$ cat src/rtl/wb_port_arbiter.sv
// Round-robin writeback arbiter for the single RF write port,
// with a pending-write scoreboard consulted by decode.
module wb_port_arbiter #(
    parameter int N_SRC = 3,
    parameter int AW    = 5,
    parameter int DW    = 32
) (
    input  logic                  clk,
    input  logic                  rst_n,
    input  logic [N_SRC-1:0]      src_valid,
    output logic [N_SRC-1:0]      src_ready,
    input  logic [N_SRC*AW-1:0]   src_addr,
    input  logic [N_SRC*DW-1:0]   src_data,
    input  logic                  iss_valid,
    input  logic [AW-1:0]         iss_rd,
    input  logic [AW-1:0]         q_rs1,
    input  logic [AW-1:0]         q_rs2,
    output logic                  q_rs1_busy,
    output logic                  q_rs2_busy,
    output logic                  wb_we,
    output logic [AW-1:0]         wb_addr,
    output logic [DW-1:0]         wb_data,
    output logic [(1<<AW)-1:0]    busy_vec
);

    localparam int PW = (N_SRC > 1) ? $clog2(N_SRC) : 1;
    localparam int NR = 1 << AW;

    logic [PW-1:0] last_q, last_d;
    logic          we_q, we_d;
    logic [AW-1:0] addr_q, addr_d;
    logic [DW-1:0] data_q, data_d;
    logic [NR-1:0] busy_q, busy_d;

    logic [AW-1:0] addr_a [N_SRC];
    logic [DW-1:0] data_a [N_SRC];
    logic [PW-1:0] cand [N_SRC];
    logic [PW-1:0] gnt_idx;
    logic          fire;
    logic [AW-1:0] g_addr;
    logic [DW-1:0] g_data;

    for (genvar i = 0; i < N_SRC; i++) begin : g_unpack
        assign addr_a[i] = src_addr[i*AW +: AW];
        assign data_a[i] = src_data[i*DW +: DW];
    end

    // Search order starts just after the last winner and wraps.
    always_comb begin
        for (int k = 0; k < N_SRC; k++) begin
            cand[k] = PW'((int'(last_q) + k + 1) % N_SRC);
        end
    end

    always_comb begin
        src_ready = '0;
        gnt_idx   = last_q;
        fire      = 1'b0;
        for (int k = 0; k < N_SRC; k++) begin
            if (!fire && src_valid[cand[k]]) begin
                fire               = 1'b1;
                gnt_idx            = cand[k];
                src_ready[cand[k]] = 1'b1;
            end
        end
    end

    assign g_addr = addr_a[gnt_idx];
    assign g_data = data_a[gnt_idx];

    always_comb begin
        last_d = fire ? gnt_idx : last_q;
        we_d   = fire && (g_addr != '0);
        addr_d = fire ? g_addr : addr_q;
        data_d = fire ? g_data : data_q;
    end

    // Set after clear so a same-cycle reissue keeps the register pending.
    always_comb begin
        busy_d = busy_q;
        if (we_q) begin
            busy_d[addr_q] = 1'b0;
        end
        if (iss_valid && (iss_rd != '0)) begin
            busy_d[iss_rd] = 1'b1;
        end
        busy_d[0] = 1'b0;
    end

    always_ff @(posedge clk) begin
        if (!rst_n) begin
            last_q <= PW'(N_SRC - 1);
            we_q   <= 1'b0;
            addr_q <= '0;
            data_q <= '0;
            busy_q <= '0;
        end else begin
            last_q <= last_d;
            we_q   <= we_d;
            addr_q <= addr_d;
            data_q <= data_d;
            busy_q <= busy_d;
        end
    end

    assign wb_we      = we_q;
    assign wb_addr    = addr_q;
    assign wb_data    = data_q;
    assign busy_vec   = busy_q;
    assign q_rs1_busy = busy_q[q_rs1];
    assign q_rs2_busy = busy_q[q_rs2];

endmodule

$ cat config.mk
export PLATFORM = sky130hd
export DESIGN_NAME = wb_port_arbiter
export DESIGN_NICKNAME = d
export VERILOG_FILES = /design/src/rtl/wb_port_arbiter.sv
export SDC_FILE = /design/constraint.sdc
export NUM_CORES = 1
export LEC_CHECK = 0
export CAP_MARGIN = 20
export CORE_MARGIN = 2
export CORE_UTILIZATION = 42
export DETAILED_ROUTE_END_ITERATION = 8
export GPL_ROUTABILITY_DRIVEN = 0
export PLACE_DENSITY = 0.92
export SLEW_MARGIN = 20
export SYNTH_ARGS = -nofsm -noshare
export SYNTH_HDL_FRONTEND = slang
export SYNTH_SLANG_ARGS = --single-unit
$ cat constraint.sdc
create_clock -name clk -period 3 [get_ports clk]
set_input_delay 0.6 -clock clk [delete_from_list [all_inputs] [get_ports clk]]
set_output_delay 0.6 -clock clk [all_outputs]
set_load 0.005 [all_outputs]
==> flow_summary.json <==
{
  "grt_overflow": 0,
  "criticalPathCategory": "flop to primary output",
  "hold_viol_final": 0,
  "grt_first_pass_wirelength_um": 26300,
  "outcome": "complete, no violations",
  "clock_latency_ps": 340,
  "cts_tree": "yes",
  "p_leak_nw": 2.60,
  "yosysTopAreaCell": "dfxtp_1",
  "met1_length_um": 5880,
  "yosysWarningCount": 0,
  "cts.sinks": 71,
  "drive_above_1_share_pct": 20.3,
  "die_x_um": 108,
  "postLayoutCoreUtil_pct": 69.6,
  "timing.slew.headroom_pct": 30.1,
  "via_per_inst": 6.07,
  "clock_path_buffers": 2,
  "synthArstFlopShare_pct": 0,
  "grt_max_degree": 72,
  "synth_nets": 617,
  "netlist_instances": 481,
  "reg2reg_depth": 12,
  "crit_fanout": 6,
  "grt_pass1_vias": 5168,
  "synth_enable_flop_cells": 0,
  "start_util_pct": 43.6,
  "layout_common_cells": "clkdlybuf4s50_1 (195), o21ai_0 (75), dfxtp_1 (70), nor2_1 (39), nand2_1 (39)",
  "worstMarginPinSlew_ps": 1050,
  "drc": 0,
  "synth.avg_cell_area_um2": 9.41,
  "fin_nets": 835,
  "rows": 37,
  "drt-initial-drc-count": 306,
  "crit_arrival_ps": 2330,
  "ys_types": 50,
  "cp.required_ps": 2400,
  "ir_drop_uv": 606,
  "fin_skew_ps": 12.2,
  "port_buffers": 205,
  "syn_to_final_growth_pct": 59.5,
  "layout_commonest_cell": "clkdlybuf4s50_1",
  "path_clk_slew_ps": 80,
  "dpl.cell_count": 816,
  "power_density_mw_per_mm2": 897,
  "grt_usage_pct": 29.2,
  "cap_violations": 0,
  "whs_path_depth": 2,
  "ys_seq_area_share_pct": 31.4,
  "antenna_left": 0,
  "htreeDepth": 3,
  "setup_tns_ps": 0,
  "end_kind": "primary output",
  "netlist_area_mm2": 0.00452,
  "n_antenna_cell": 0,
  "fin_cells": 840,
  "numCtsBuffers": 9,
  "synth_top_flop_cell": "dfxtp_1",
  "power.total_mw": 6.47,
  "synth_top_area_share_pct": 31.4,
  "wirelength_um": 17100,
  "worst_setup_path_start_kind": "flop",
  "topRoutingLayerUsed": "met4",
  "fmax_mhz": 341,
  "min_period_over_period_pct": 97.7,
  "ios": 207,
  "synthTopCellsByArea": "dfxtp_1 (31%), mux4_2 (9.0%), o21ai_0 (8.5%), mux2_2 (6.5%), a21boi_0 (5.8%)",
  "synth_seq_cells": 71,
  "setup_viol": 0,
  "antenna_found_initial": 0,
  "route.met3.wl_um": 1720,
  "hp-class": "flop to flop",
  "num_vias": 5096,
  "dieArea_mm2": 0.0116,
  "dr.pass1.iters": 7,
  "dpl.hpwl_um": 12400,
  "slew_violations": 0,
  "timing.final.crit_period_ps": 2930,
  "coreArea_mm2": 0.0104,
  "cts_root_buffer": "clkbuf_8",
  "dr_wl_met2_um": 8720,
  "die_h_um": 108,
  "wl_per_cell_um": 20.3,
  "hold_buffers": 0
}
-- worst max-delay path, stage by stage, from the launching register on --
cell	delay [ps]
dfxtp_1	350
inv_1	100
ha_4	330
mux2i_2	260
buf_4	140
o21a_1	180
nand3_4	120
buf_4	150
o21ai_1	130
dlygate4sd2_1	250
-- per-stage QoR --
stage	hold slack [ps]	area (um2)	worst slack, ps
floorplan	487	4520	116
global placement	493	6840	-539
detailed placement	500	6840	-550
CTS	527	7180	26.2
global route	550	7220	-28.3
finish	521	7220	68.2
-- worst paths after layout --
kind	startpoint	endpoint	slack [ps]
setup reg to reg	last_q[0]	wb_addr[1]	120
hold reg to reg	wb_data[25]	wb_data[25]	520
setup / recovery	last_q[0]	src_ready[2]	70
hold / removal	wb_data[25]	wb_data[25]	520
-- registers in the layout, summed over array words and instances, names as in the netlist --
| name | flops |
|---|---|
| last_q | 2 |
| wb_data | 32 |
| busy_vec | 31 |
| wb_addr | 5 |
| wb_we | 1 |
-- Yosys cell counts, types with 5 or more instances --
master     n
nand2_1   39
a221oi_2  17
nand3b_1  10
a221oi_1  18
buf_6      6
mux2_1    12
o21ai_0   77
buf_2      5
nor2_1    39
mux2_2    26
clkbuf_1  20
inv_1      8
dfxtp_1   71
a21boi_0  35
mux4_2    18
nand3_1    7
-- where the power goes --
group / total [mW] / switching (mW) / internal, mW
sequential: 1.35 / 0.182 / 1.17
clock: 0.847 / 0.377 / 0.470
combinational: 4.27 / 2.14 / 2.13
total: 6.47 / 2.70 / 3.78
-- area by class of cell --
cell class	instances	area, um2
tap	136	170
multi-input combinational	365	2940
fill	731	3150
sequential	71	1420
clock buffer	9	124
clock inverter	7	95.1
timing repair buffer	244	2440
inverter	8	30.0
-- layer usage --
| layer | track usage (%) | up-vias |
|---|---|---|
| met5 | 0 | - |
| met4 | 15.5 | 0 |
| met3 | 7.69 | 72 |
| met2 | 51.8 | 369 |
| met1 | 31.4 | 2399 |
| li1 | - | 2256 |
-- cell families (layout without fill, tap and decap cells) --
family / Yosys count / after routing / share of synthesized area, %
other cells: 1 / 1 / 0.0829
buf+inv: 46 / 268 / 5.28
fa+ha+maj: 4 / 4 / 1.11
compound gates: 172 / 173 / 27.9
simple gates: 125 / 125 / 14.1
mux: 62 / 62 / 20.1
flops: 71 / 71 / 31.4
-- what timing repair did --
| action | 4_1_cts | 5_1_grt |
|---|---|---|
| endpoints found under the setup margin | 39 | 31 |
| resized for setup | 31 | 5 |
| pin swaps | 2 | 1 |
| cloned | 3 | 0 |
| setup buffers | 3 | 2 |
No activity file was read; power rests on OpenSTA's default activity.
